<file path="src/rtl/input_event_pkg.sv">
// Shared types for the input event arbiter.
package input_event_pkg;

  // ARB_IDLE: scanning pending bits; ARB_OFFER: one event held on the output port.
  typedef enum logic {
    ARB_IDLE  = 1'b0,
    ARB_OFFER = 1'b1
  } arb_state_t;

endpackage

</file>
<file path="src/rtl/debounce_cell.sv">
// One debounce channel: accepts a level change on an already-synchronised input
// after DEBOUNCE_CYCLES consecutive differing cycles, and pulses edge_strobe once.
module debounce_cell #(
  parameter int DEBOUNCE_CYCLES = 16
) (
  input  logic clk,
  input  logic reset,
  input  logic sync_in,
  output logic stable,
  output logic edge_strobe
);

  localparam int CNT_W = $clog2(DEBOUNCE_CYCLES + 1);
  localparam logic [CNT_W-1:0] CNT_LAST = CNT_W'(DEBOUNCE_CYCLES - 1);

  logic [CNT_W-1:0] cnt;

  // Count differing cycles; accept the new level on the last one and strobe the cycle after.
  always_ff @(posedge clk or negedge reset) begin
    if (!reset) begin
      cnt         <= '0;
      stable      <= 1'b0;
      edge_strobe <= 1'b0;
    end else begin
      edge_strobe <= 1'b0;
      if (sync_in == stable) begin
        cnt <= '0;
      end else if (cnt == CNT_LAST) begin
        stable      <= sync_in;
        cnt         <= '0;
        edge_strobe <= 1'b1;
      end else begin
        cnt <= cnt + CNT_W'(1);
      end
    end
  end

endmodule

</file>
<file path="src/rtl/input_event_arbiter.sv">
// Debounced edge events from N async inputs, shared round-robin over one valid/ready port.
//
// Handshake: evt_valid/evt_idx/evt_level are held stable from the cycle evt_valid rises until
// the clock edge where evt_valid && evt_ready is seen; evt_valid drops the cycle after that edge.
module input_event_arbiter
  import input_event_pkg::*;
#(
  parameter  int N_INPUTS        = 4,
  parameter  int DEBOUNCE_CYCLES = 16,
  localparam int IDX_W           = $clog2(N_INPUTS)
) (
  input  logic                clk,
  input  logic                reset,
  input  logic [N_INPUTS-1:0] async_in,
  output logic                evt_valid,
  input  logic                evt_ready,
  output logic [IDX_W-1:0]    evt_idx,
  output logic                evt_level,
  output logic [N_INPUTS-1:0] pending,
  output logic [N_INPUTS-1:0] overflow,
  input  logic                clear_overflow
);

  logic [N_INPUTS-1:0] sync1, sync2, stable, strobe, plevel, clr_vec;
  logic [IDX_W-1:0]    ptr, grant_idx;
  logic                grant, take;
  arb_state_t          state, state_next;

  // Two-flop synchronizer per input.
  always_ff @(posedge clk or negedge reset) begin
    if (!reset) begin
      sync1 <= '0;
      sync2 <= '0;
    end else begin
      sync1 <= async_in;
      sync2 <= sync1;
    end
  end

  for (genvar g = 0; g < N_INPUTS; g++) begin : g_db
    debounce_cell #(.DEBOUNCE_CYCLES(DEBOUNCE_CYCLES)) u_db (
      .clk        (clk),
      .reset      (reset),
      .sync_in    (sync2[g]),
      .stable     (stable[g]),
      .edge_strobe(strobe[g])
    );
  end

  // Round-robin pick: first pending bit at or above ptr, wrapping; iterate backwards so the
  // smallest offset is the last (winning) assignment.
  always_comb begin
    int j;
    grant     = 1'b0;
    grant_idx = '0;
    j         = 0;
    for (int k = N_INPUTS - 1; k >= 0; k--) begin
      j = int'(ptr) + k;
      if (j >= N_INPUTS) j = j - N_INPUTS;
      if (pending[j]) begin
        grant     = 1'b1;
        grant_idx = IDX_W'(j);
      end
    end
  end

  // Arbiter state register.
  always_ff @(posedge clk or negedge reset) begin
    if (!reset) state <= ARB_IDLE;
    else        state <= state_next;
  end

  // Arbiter next state; take marks the cycle an event is latched out of pending.
  always_comb begin
    state_next = state;
    take       = 1'b0;
    case (state)
      ARB_IDLE:  if (grant) begin
                   state_next = ARB_OFFER;
                   take       = 1'b1;
                 end
      ARB_OFFER: if (evt_ready) state_next = ARB_IDLE;
      default:   state_next = ARB_IDLE;
    endcase
  end

  assign evt_valid = (state == ARB_OFFER);

  // One-hot of the pending bit the arbiter is clearing this cycle.
  always_comb begin
    clr_vec = '0;
    if (take) clr_vec[grant_idx] = 1'b1;
  end

  // Offered event registers and the rotating priority pointer.
  always_ff @(posedge clk or negedge reset) begin
    if (!reset) begin
      evt_idx   <= '0;
      evt_level <= 1'b0;
      ptr       <= '0;
    end else if (take) begin
      evt_idx   <= grant_idx;
      evt_level <= plevel[grant_idx];
    end else if (evt_valid && evt_ready) begin
      ptr <= (evt_idx == IDX_W'(N_INPUTS - 1)) ? '0 : evt_idx + IDX_W'(1);
    end
  end

  // Pending/level/overflow per input. A new strobe beats the arbiter's clear and is not a loss
  // in that cycle; an overflow set beats clear_overflow.
  always_ff @(posedge clk or negedge reset) begin
    if (!reset) begin
      pending  <= '0;
      plevel   <= '0;
      overflow <= '0;
    end else begin
      for (int i = 0; i < N_INPUTS; i++) begin
        if (strobe[i]) begin
          pending[i] <= 1'b1;
          plevel[i]  <= stable[i];
        end else if (clr_vec[i]) begin
          pending[i] <= 1'b0;
        end
        if (strobe[i] && pending[i] && !clr_vec[i]) overflow[i] <= 1'b1;
        else if (clear_overflow)                     overflow[i] <= 1'b0;
      end
    end
  end

endmodule

</file>
<file path="config.mk">
export PLATFORM = sky130hd
export DESIGN_NAME = input_event_arbiter
export DESIGN_NICKNAME = d
export VERILOG_FILES = /design/src/rtl/input_event_pkg.sv /design/src/rtl/debounce_cell.sv /design/src/rtl/input_event_arbiter.sv
export SDC_FILE = /design/constraint.sdc
export NUM_CORES = 1
export LEC_CHECK = 0
export CAP_MARGIN = 15
export CORE_MARGIN = 4
export CORE_UTILIZATION = 45
export CTS_CLUSTER_SIZE = 10
export DETAILED_ROUTE_END_ITERATION = 8
export PLACE_DENSITY = 0.73
export REMOVE_ABC_BUFFERS = 1
export SLEW_MARGIN = 20
export SYNTH_ARGS = -nofsm -noshare
export SYNTH_HDL_FRONTEND = slang
export SYNTH_SLANG_ARGS = --single-unit
</file>
<file path="constraint.sdc">
create_clock -name clk -period 1.92 [get_ports clk]
set_input_delay 0.288 -clock clk [delete_from_list [all_inputs] [get_ports clk]]
set_output_delay 0.288 -clock clk [all_outputs]
set_load 0.02 [all_outputs]
</file>
Word level (Yosys, flattened, before mapping):

Cells that the tools add are included.

* add/sub/neg operators: 12
* order comparisons: 10
* eq/ne operators: 9
* mux-type cells: 63
* bitwise logic cells: 6
* reduce and logical (&&, ||, !) cells: 27

Operators with widths (count)
* $lt A32 B4 Y1 const B: 4
* $mux W32: 4
* $mux W5: 8
* $mux W1: 38
* $add A5 B1 Y5 const B: 4
* $eq A5 B4 Y1 const B: 4
* $reduce_bool A2 Y1: 8
* $sub A3 B3 Y4 const B: 3
* $bmux W1 S2: 5
* $logic_and A1 B1 Y1: 10
* $mux W2: 5
* $reduce_and A2 Y1: 5
* $ge A3 B3 Y1 const B: 3
* $add A2 B2 Y3 const B: 2
* $not A1 Y1: 6
* $eq A1 B1 Y1: 4
* $logic_not A1 Y1: 4
* $mux W4: 1
* $sub A2 B3 Y4 const B: 1
* $add A2 B1 Y3 const B: 1
* $ge A2 B3 Y1 const B: 1
* $lt A2 B3 Y1 const B: 1
* $add A2 B1 Y2 const B: 1
* $demux W1 S2: 1
* other kinds (3): 3

* register bits after elaboration: 54
* input port bits: 8
* output and inout port bits: 12
* logic and storage cells: 157

Logic depth before layout (Yosys ltp):

Gate-level depths: netlist of the first run.

* depth in word-level cells: 18
* gate-level depth with buffers: 5
* gate-level depth less buffers: 5

Hierarchy:

Synthesis of the first run repeated with hierarchy kept, for this count alone.

* cells, all modules: 174
* area, all modules: 2202.1 um^2

Modules (own cells, without submodules)
* debounce_cell: times used 4, cells each 24, area an instance 297.8 um^2, sequential area each 175.2 um^2
* input_event_arbiter: times used 1, cells each 78, area an instance 1011.0 um^2, sequential area each 650.6 um^2

Least setup slack after synthesis of the first run:

No wires, ideal clock.

* path type: register -> register
* from: register pending[0]
* to: register overflow[3]
* arrival: 1578 ps
* required time: 1798 ps
* setup slack: 220 ps
* stages on the path, launching flop included: 6
* path through: dfrtp_1 -> mux2_4 -> nand2_2 -> nand3_2 -> or3_1 -> a32o_1

* longest elaborated chain between the ends: 15

RTL lines
* start, declared: RTL line input_event_arbiter.sv:19 `output logic [N_INPUTS-1:0] pending,`
* start signal, assigned: RTL line input_event_arbiter.sv:113 `pending <= '0;`
* start signal, assigned by index: RTL line input_event_arbiter.sv:119 `pending[i] <= 1'b1;`
* start signal, assigned by index: RTL line input_event_arbiter.sv:122 `pending[i] <= 1'b0;`
* $bmux W1 S2: RTL line input_event_arbiter.sv:60 `if (pending[j]) begin`
* $mux W1 (implied by the code) (2 in series): RTL line input_event_arbiter.sv:60
* $mux W2 (4 in series): RTL line input_event_arbiter.sv:60
* $lt A2 B3 Y1 (implied by the code) or $ge A2 B1 Y1 (tied branches): RTL line input_event_arbiter.sv:92 `if (take) clr_vec[grant_idx] = 1'b1;`
* $logic_and A1 B1 Y1 (implied by the code): RTL line input_event_arbiter.sv:92
* $mux W1 (implied by the code): RTL line input_event_arbiter.sv:92
* $demux W1 S2: RTL line input_event_arbiter.sv:92
* $mux W4 *: RTL line input_event_arbiter.sv:92
* $logic_not A1 Y1 *: RTL line input_event_arbiter.sv:124 `if (strobe[i] && pending[i] && !clr_vec[i]) overflow[i] <= 1'b1;`
* $logic_and A1 B1 Y1 *: RTL line input_event_arbiter.sv:124
* $mux W1 or $reduce_bool A2 Y1 (tied branches)
* end signal, assigned: RTL line input_event_arbiter.sv:115 `overflow <= '0;`
* end signal, assigned by index: RTL line input_event_arbiter.sv:124
* end signal, assigned by index: RTL line input_event_arbiter.sv:125 `else if (clear_overflow) overflow[i] <= 1'b0;`
* end, declared: RTL line input_event_arbiter.sv:20 `output logic [N_INPUTS-1:0] overflow,`

Every way passes the cells marked *; elsewhere a longest branch is shown, timed or not. The select of a mux whose other input is x is not followed.
A chain may end at the register's enable or synchronous reset.

Final worst setup path of the first run:

* from: register ptr[1]
* to: register overflow[1]

* longest elaborated chain between the ends: 18

RTL lines
* start, declared: RTL line input_event_arbiter.sv:25 `logic [IDX_W-1:0] ptr, grant_idx;`
* start signal, assigned: RTL line input_event_arbiter.sv:105 `ptr <= (evt_idx == IDX_W'(N_INPUTS - 1)) ? '0 : evt_idx + IDX_W'(1);`
* $add A2 B2 Y3: RTL line input_event_arbiter.sv:58 `j = int'(ptr) + k;`
* $sub A3 B3 Y4 or $ge A3 B3 Y1 (tied branches): RTL line input_event_arbiter.sv:59 `if (j >= N_INPUTS) j = j - N_INPUTS;`
* $mux W32: RTL line input_event_arbiter.sv:59
* $bmux W1 S2: RTL line input_event_arbiter.sv:60
* $mux W1 (implied by the code) (2 in series): RTL line input_event_arbiter.sv:60
* $mux W2 (4 in series): RTL line input_event_arbiter.sv:60
* $lt A2 B3 Y1 (implied by the code) or $ge A2 B1 Y1 (tied branches): RTL line input_event_arbiter.sv:92
* $logic_and A1 B1 Y1 (implied by the code): RTL line input_event_arbiter.sv:92
* $mux W1 (implied by the code): RTL line input_event_arbiter.sv:92
* $demux W1 S2: RTL line input_event_arbiter.sv:92
* $mux W4 *: RTL line input_event_arbiter.sv:92
* $logic_not A1 Y1 *: RTL line input_event_arbiter.sv:124
* $logic_and A1 B1 Y1 *: RTL line input_event_arbiter.sv:124
* $mux W1 or $reduce_bool A2 Y1 (tied branches)

Marks and branches as above.

==> flow_summary_export.csv, run 1 <==
group,metric,value,unit
finish,antenna-diode-count,0,
sta,rsz0062_at_grt,"no",
critical_path,worstSetupStartpointType,"flop",
cts,cts_tree,"done",
sta,maxSlewViolCount,0,
critical_path,ff2ff_setup_slack,0.13,ns
sta,period_minus_slack,1.79,ns
critical_path,r2r-start,"ptr[1]$_DFFE_PN0P_",
sta,max_slew_margin,57.8,%
floorplan,io_pins,20,
floorplan,die_w,77.1,µm
global_routing,grt_overflow,0,
routing,drt_iter0_drc,69,
synth,ys_types,36,
synth,synth-xor-area-share,6.53,%
power,power,2050,µW
synth,synth_compound_area_share,7.69,%
min_path,hold_path_class,"input port to async pin",
floorplan,die-area,0.00594,mm²
finish,area_growth,17.1,%
synth,syn_area_per_cell,12.6,µm²
routing,ant_nets,0,
cts,clk_path_buf_depth,2,
finish,final_net_count,210,
global_routing,grt_first_pass_wirelength,6290,µm
routing,vias,1333,
power,p_per_area,816,mW/mm²
finish,final_area,0.00251,mm²
routing,vias_per_cell,5.35,
cts,clk_pin_slew,0.09,ns
cts,postCtsResizedCells,0,
place,dpl-instance-area,0.00240,mm²
synth,synth_fa_ha_area_share,2.91,%
synth,ys_warn_count,0,
floorplan,die_h,77.1,µm
place,port_buffers,19,
power,power.leakage,0.00124,µW
floorplan,initial_core_util,48.0,%
finish,fill_cells,343,
synth,seq_area_frac_synth,62.9,%
sta,finalCritPeriodShare,93.2,%
cts,root_buffer,"clkbuf_8",
critical_path,critPathCaptureType,"flop",
sta,finalSetupViolCount,0,
finish,utilization,56.2,%
critical_path,path_max_fanout,7,
run,drv_cap,0,
cts,cts.sinks,54,
floorplan,rows,24,
routing,first_pass_iters,4,
critical_path,critPathRequiredTime,2.11,ns
critical_path,r2r_end,"overflow[1]$_DFFE_PN0P_",
sta,setup_ws,0.131,ns
synth,ys.flop_type,"dfrtp_1",
routing,wire_per_inst,14.1,µm
global_routing,grt_pass1_vias,1419,
synth,yosys.area_share.simple,12.2,%
cts,cts_made_buffers,5,
routing,routed_wl,3510,µm
global_routing,grt_max_degree,55,
critical_path,r2r_cells,5,
place,pre_cts_ws,0.158,ns
outcome,status,"complete, no violations",
synth,synthCells,171,
cts,clock_latency,0.30,ns
sta,clock_skew,0.00146,ns
synth,netlist_area,0.00215,mm²
cts,ctsHoldBuffers,0,
sta,hold_viol,0,
critical_path,critical_path_class,"flop to flop",
place,hpwl,2610,µm
sta,tns,0,ns
synth,ys_ff_latch,54,
global_routing,grtUsageTotal,13.2,%
cts,cts_max_level,2,
routing,drc,0,
floorplan,core,0.00447,mm²
cts,cts_setup_buffers,0,
synth,synthArstFlopShare,100,%
critical_path,cp.arrival,1.98,ns
synth,synth_top_family_by_area,"simple AND/OR/NAND/NOR gates",
sta,clock.fmax,0.559,GHz
place,gp_congestion,0.856,
synth,synthMuxAreaShare,6.35,%
synth,synth_edf_count,0,
finish,final_layout_size_suffix_gt1_share,11.7,%
sta,tightest_slew,0.633,ns
global_routing,antenna_found_initial,0,
power,vdd_drop_max,0.448,mV
per-stage QoR:
| step | hold WS, ns | cells |
|---|---|---|
| detailed placement | 0.336 | 242 |
| global route | 0.145 | 249 |
| floorplan | -0.00759 | 170 |
| CTS | 0.114 | 249 |
| finish | 0.0834 | 249 |
| global placement | 0.333 | 242 |
worst max path at each step:
stage,start,end,slack (ns)
global placement,ptr[1]$_DFFE_PN0P_,overflow[1]$_DFFE_PN0P_,0.23
detailed placement,ptr[1]$_DFFE_PN0P_,overflow[1]$_DFFE_PN0P_,0.16
floorplan,pending[0]$_DFFE_PN0P_,overflow[3]$_DFFE_PN0P_,0.22
CTS,evt_valid$_DFF_PN0_,evt_valid,0.14
global route,ptr[1]$_DFFE_PN0P_,overflow[1]$_DFFE_PN0P_,0.06
finish,ptr[1]$_DFFE_PN0P_,overflow[1]$_DFFE_PN0P_,0.13
logic make-up (layout without fill, tap and decap cells):
group	after synthesis	count (layout)
adders and majority gates	5	5
xor gates and xnor gates	16	16
muxes	12	12
DFF	54	54
buffers and inverters	8	34
and+or+nand+nor	53	53
AOI/OAI and AO/OA	23	23
layer usage:
metal | routed length [µm] | part of all wire [%] | GRT usage, % | up-vias
met1 | 1490 | 42 | 15.8 | 656
met3 | 177 | 5.0 | 4.33 | 6
met5 | 0 | 0 | 0 | -
li1 | - | - | - | 640
met2 | 1780 | 51 | 22.6 | 31
met4 | 60 | 1.7 | 4.45 | 0
worst max-delay path, cell delays in order, from the launching register on:
cell	delay (ns)
dfrtp_1	0.46
mux2_4	0.33
nand2_2	0.10
nand3_2	0.12
or3_1	0.40
a32o_1	0.27
power by group:
part	internal (µW)	total (µW)	leakage [µW]	switching (µW)
sequential	1170	1200	0.000723	26.1
clock	417	752	0.0000573	335
combinational	45.5	104	0.000456	58.1
total	1630	2050	0.00124	419
placed cells by master, fill, tap and decap left out, drive strengths merged, types with 2 or more instances in the layout:
| cell | Yosys | final |
|---|---|---|
| nor3 | 4 | 4 |
| or3 | 2 | 2 |
| a32o | 2 | 2 |
| dfrtp | 54 | 54 |
| o2bb2ai | 2 | 2 |
| xnor2 | 8 | 8 |
| buf | 0 | 2 |
| inv | 7 | 7 |
| mux2i | 2 | 2 |
| xor2 | 8 | 8 |
| a21o | 4 | 4 |
| mux2 | 10 | 10 |
| o21ai | 5 | 5 |
| nor2 | 20 | 20 |
| nand2 | 6 | 6 |
| clkbuf | 1 | 6 |
| clkdlybuf4s50 | 0 | 18 |
| a21oi | 2 | 2 |
| and3 | 5 | 5 |
| o31ai | 3 | 3 |
| nand3 | 9 | 9 |
| ha | 5 | 5 |
synthesized netlist by cell type (2+ instances only):
library cell  instances  area share, %
dfrtp_1              54             63
nor2_1               20            3.5
mux2_2                9            4.7
nand3_1               8            1.9
xnor2_1               8            3.3
xor2_1                8            3.3
inv_1                 7            1.2
and3_1                5            1.5
ha_1                  5            2.9
nand2_1               5           0.87
o21ai_0               5            1.2
nor3_1                4           0.93
a21o_1                3            1.0
o31ai_1               3            1.0
a21oi_1               2           0.47
a32o_1                2           0.93
mux2i_1               2           0.93
o2bb2ai_1             2           0.82
or3_1                 2           0.58
layout make-up:
type | count | area, µm² | share of cell area [%]
multi-input cells | 109 | 766 | 30.5
well taps | 52 | 65.1 | 2.59
repair buffers | 20 | 193 | 7.67
inverters | 7 | 26.3 | 1.05
clock inverters | 1 | 30.0 | 1.19
flip-flops and latches | 54 | 1350 | 53.8
clock buffers | 6 | 82.6 | 3.29
flip-flops by register name, indices dropped and copies added, names as in the netlist:
register / cells
overflow: 4
evt_level: 1
sync1: 4
g_db.u_db.cnt: 20
plevel: 4
sync2: 4
evt_valid: 1
ptr: 2
evt_idx: 2
pending: 4
g_db.u_db.edge_strobe: 4
g_db.u_db.stable: 4
Power figures use the tool's default switching activity.
==> run 2: changes to the inputs <==
--- a/config.mk
+++ b/config.mk
@@ -15,4 +15,5 @@
 export SLEW_MARGIN = 20
 export SYNTH_ARGS = -nofsm -noshare
 export SYNTH_HDL_FRONTEND = slang
+export SYNTH_HIERARCHICAL = 1
 export SYNTH_SLANG_ARGS = --single-unit
==> run 2 against run 1 <==
  * Non-clock buffer count grew 2
  * Highest routed layer unchanged
  * Largest cell class unchanged
  * First-iteration DRC count decreased by 16%
  * Hold slack better by 0.27 ns
  * Final area up 2.7%
  * Maximum frequency grew 1.5%
  * Clock power decreased by 22%
==> flow_summary_export.csv, run 2 <==
group,metric,value,unit
outcome,status,"complete, no violations",
synth,synthMuxAreaShare,5.51,%
sta,clock_skew,0.00881,ns
finish,antenna-diode-count,0,
floorplan,io_pins,20,
place,gp_congestion,0.793,
floorplan,initial_core_util,46.6,%
routing,vias,1306,
floorplan,die-area,0.00608,mm²
floorplan,die_w,78.0,µm
routing,routed_wl,3070,µm
routing,ant_nets,0,
floorplan,rows,25,
cts,cts_max_level,2,
critical_path,cpLargestDelayFamily,"buffers and inverters",
critical_path,crit_start,"evt_valid$_DFF_PN0_",
critical_path,path_cells,"clkdlybuf4s50_1",
sta,maxSlewViolCount,0,
cts,root_buffer,"clkbuf_8",
finish,largest_register,"g_db.u_db/cnt",
cts,clk_pin_slew,0.09,ns
sta,rsz0062_at_grt,"no",
cts,cts_made_buffers,5,
synth,synth_compound_area_share,9.55,%
critical_path,critPathCaptureType,"output pin",
synth,synth-xor-area-share,6.36,%
finish,final_layout_size_suffix_gt1_share,18.8,%
cts,cts.sinks,54,
critical_path,critPathRequiredTime,1.63,ns
synth,synth.most_common_cell,"dfrtp_1",
min_path,worstHoldPathCells,0,
finish,mostFrequentLayoutCell,"dfrtp_1",
sta,tightest_slew,0.354,ns
power,power.leakage,0.00122,µW
critical_path,r2r_end,"evt_level$_DFFE_PN0P_",
sta,finalCritPeriodShare,91.8,%
critical_path,path_depth,1,
synth,synth_edf_count,0,
cts,clk_path_buf_depth,2,
synth,synthTopCellsByArea,"dfrtp_1 61%, xnor2_1 3.2%, xor2_1 3.2%",
synth,synthCells,174,
finish,final_cell_mix,"54 x dfrtp_1, 18 x clkdlybuf4s50_1, 14 x nor2_1",
global_routing,grt_first_pass_wirelength,5530,µm
cts,clock_latency,0.30,ns
run,drv_cap,0,
critical_path,cpMaxStageDelayCell,"clkdlybuf4s50_1",
finish,area_growth,17.2,%
floorplan,die_h,78.0,µm
routing,wire_per_inst,11.4,µm
critical_path,ff2ff_setup_slack,0.22,ns
place,pre_cts_ws,0.205,ns
routing,drc,0,
sta,period_minus_slack,1.76,ns
finish,fill_cells,412,
cts,postCtsResizedCells,0,
synth,synth_top_cell_by_area,"dfrtp_1",
synth,synth.top_cell.area_share,61.4,%
finish,final_net_count,215,
min_path,hold_path_class,"flop to flop",
sta,setup_ws,0.158,ns
synth,seq_area_frac_synth,61.4,%
sta,whs,0.353,ns
global_routing,grt_pass1_vias,1289,
synth,synthArstFlopShare,100,%
place,hpwl,2250,µm
power,p_per_area,733,mW/mm²
global_routing,antenna_found_initial,0,
synth,synth_fa_ha_area_share,2.84,%
cts,cts_setup_buffers,0,
sta,finalSetupViolCount,0,
power,vdd_drop_max,0.418,mV
sta,max_slew_margin,76.2,%
critical_path,cp.arrival,1.47,ns
synth,syn_area_per_cell,12.7,µm²
critical_path,cp_num_buf_inv,1,
finish,largest_register_ffs,20,
sta,hold_viol,0,
critical_path,worstSetupStartpointType,"flop",
cts,cts_tree,"done",
power,power,1890,µW
global_routing,grtUsageTotal,11.4,%
place,port_buffers,19,
place,place_inst,261,
critical_path,r2r_cells,4,
synth,ys.flop_type,"dfrtp_1",
sta,clock.fmax,0.567,GHz
routing,vias_per_cell,4.86,
critical_path,critical-path-max-stage-delay,0.66,ns
floorplan,core,0.00472,mm²
critical_path,critical_path_class,"flop to output pin",
global_routing,grt_overflow,0,
synth,yosys.area_share.simple,12.2,%
synth,synth_top_family_by_area,"simple AND/OR/NAND/NOR gates",
global_routing,grt_max_degree,55,
finish,finalNonFillerCells,269,
routing,drt_iter0_drc,58,
sta,tns,0,ns
synth,ys_ff_latch,54,
synth,netlist_area,0.00220,mm²
synth,ys_warn_count,6,
routing,first_pass_iters,4,
synth,ys_types,32,
critical_path,critPathCapture,"evt_valid",
critical_path,r2r-start,"ptr[1]$_DFFE_PN0P_",
synth,ys_top_cells_by_count,"54 x dfrtp_1, 14 x nor2_1, 10 x inv_1",
critical_path,path_max_fanout,9,
==> run 2: changes by cell type after synthesis, moves of 2 or more <==
cell     delta
nor2_1      -6
nand2_1     +2
inv_1       +3
nand3_1     -2
and3_2      +4
o21ai_2     +4
nand3_2     +3
nor2_2      +9
and3_1      -5
or3_1       -2
mux2_1      +5
a21o_1      -2
mux2_2      -5
==> run 2: power breakdown <==
part / leakage, µW / internal [µW] / switching (µW) / total [µW]
logic: 0.000461 / 51.3 / 58.1 / 109
clock network: 0.0000362 / 249 / 335 / 584
registers: 0.000723 / 1170 / 27.1 / 1200
==> run 2: what timing repair did <==
action / 4_1_cts / 5_1_grt
hold buffers: 1 / 0
endpoints found under the setup margin: 0 / 0
hold endpoints to repair: 54 / 0
==> run 2: final cells by class <==
| class | instances | area [µm²] | share of cell area (%) |
|---|---|---|---|
| clock buffers | 5 | 68.8 | 2.67 |
| clock inverters | 2 | 15.0 | 0.582 |
| inverters | 10 | 37.5 | 1.45 |
| multi-input cells | 109 | 802 | 31.1 |
| flip-flops and latches | 54 | 1350 | 52.4 |
| well taps | 67 | 83.8 | 3.25 |
| repair buffers | 22 | 223 | 8.63 |
==> run 2: how the worst min path moves through the flow <==
stage | from | end | slack, ns
after global routing | sync1[3]$_DFF_PN0_ | sync2[3]$_DFF_PN0_ | 0.37
after global placement | reset | g_db[1].u_db/cnt[3]$_DFF_PN0_ | 0.30
final | sync1[3]$_DFF_PN0_ | sync2[3]$_DFF_PN0_ | 0.35
after CTS | sync1[3]$_DFF_PN0_ | sync2[3]$_DFF_PN0_ | 0.36
after floorplan | reset | evt_idx[0]$_DFFE_PN0P_ | -0.008
after detailed placement | reset | g_db[1].u_db/cnt[2]$_DFF_PN0_ | 0.30
==> run 2: logic make-up after synthesis <==
family,Yosys count
compound gates,27
xor+xnor,16
fa+ha+maj,5
buf+inv,11
flops,54
mux,11
simple gates,50
==> run 2: routing by layer <==
layer,up-vias,track usage [%],part of all wire (%)
met5,-,0,0
met3,6,3.83,4.4
met2,20,17.3,44
met1,623,15.0,50
met4,0,4.90,1.6
li1,657,-,-
==> run 2: stage by stage <==
stage,instance area (µm²),utilization (%)
4_1_cts,2580,54.6
5_1_grt,2580,54.6
3_3_place_gp,2490,52.7
2_1_floorplan,2190,-
6_report,2580,54.6
3_5_place_dp,2490,52.7
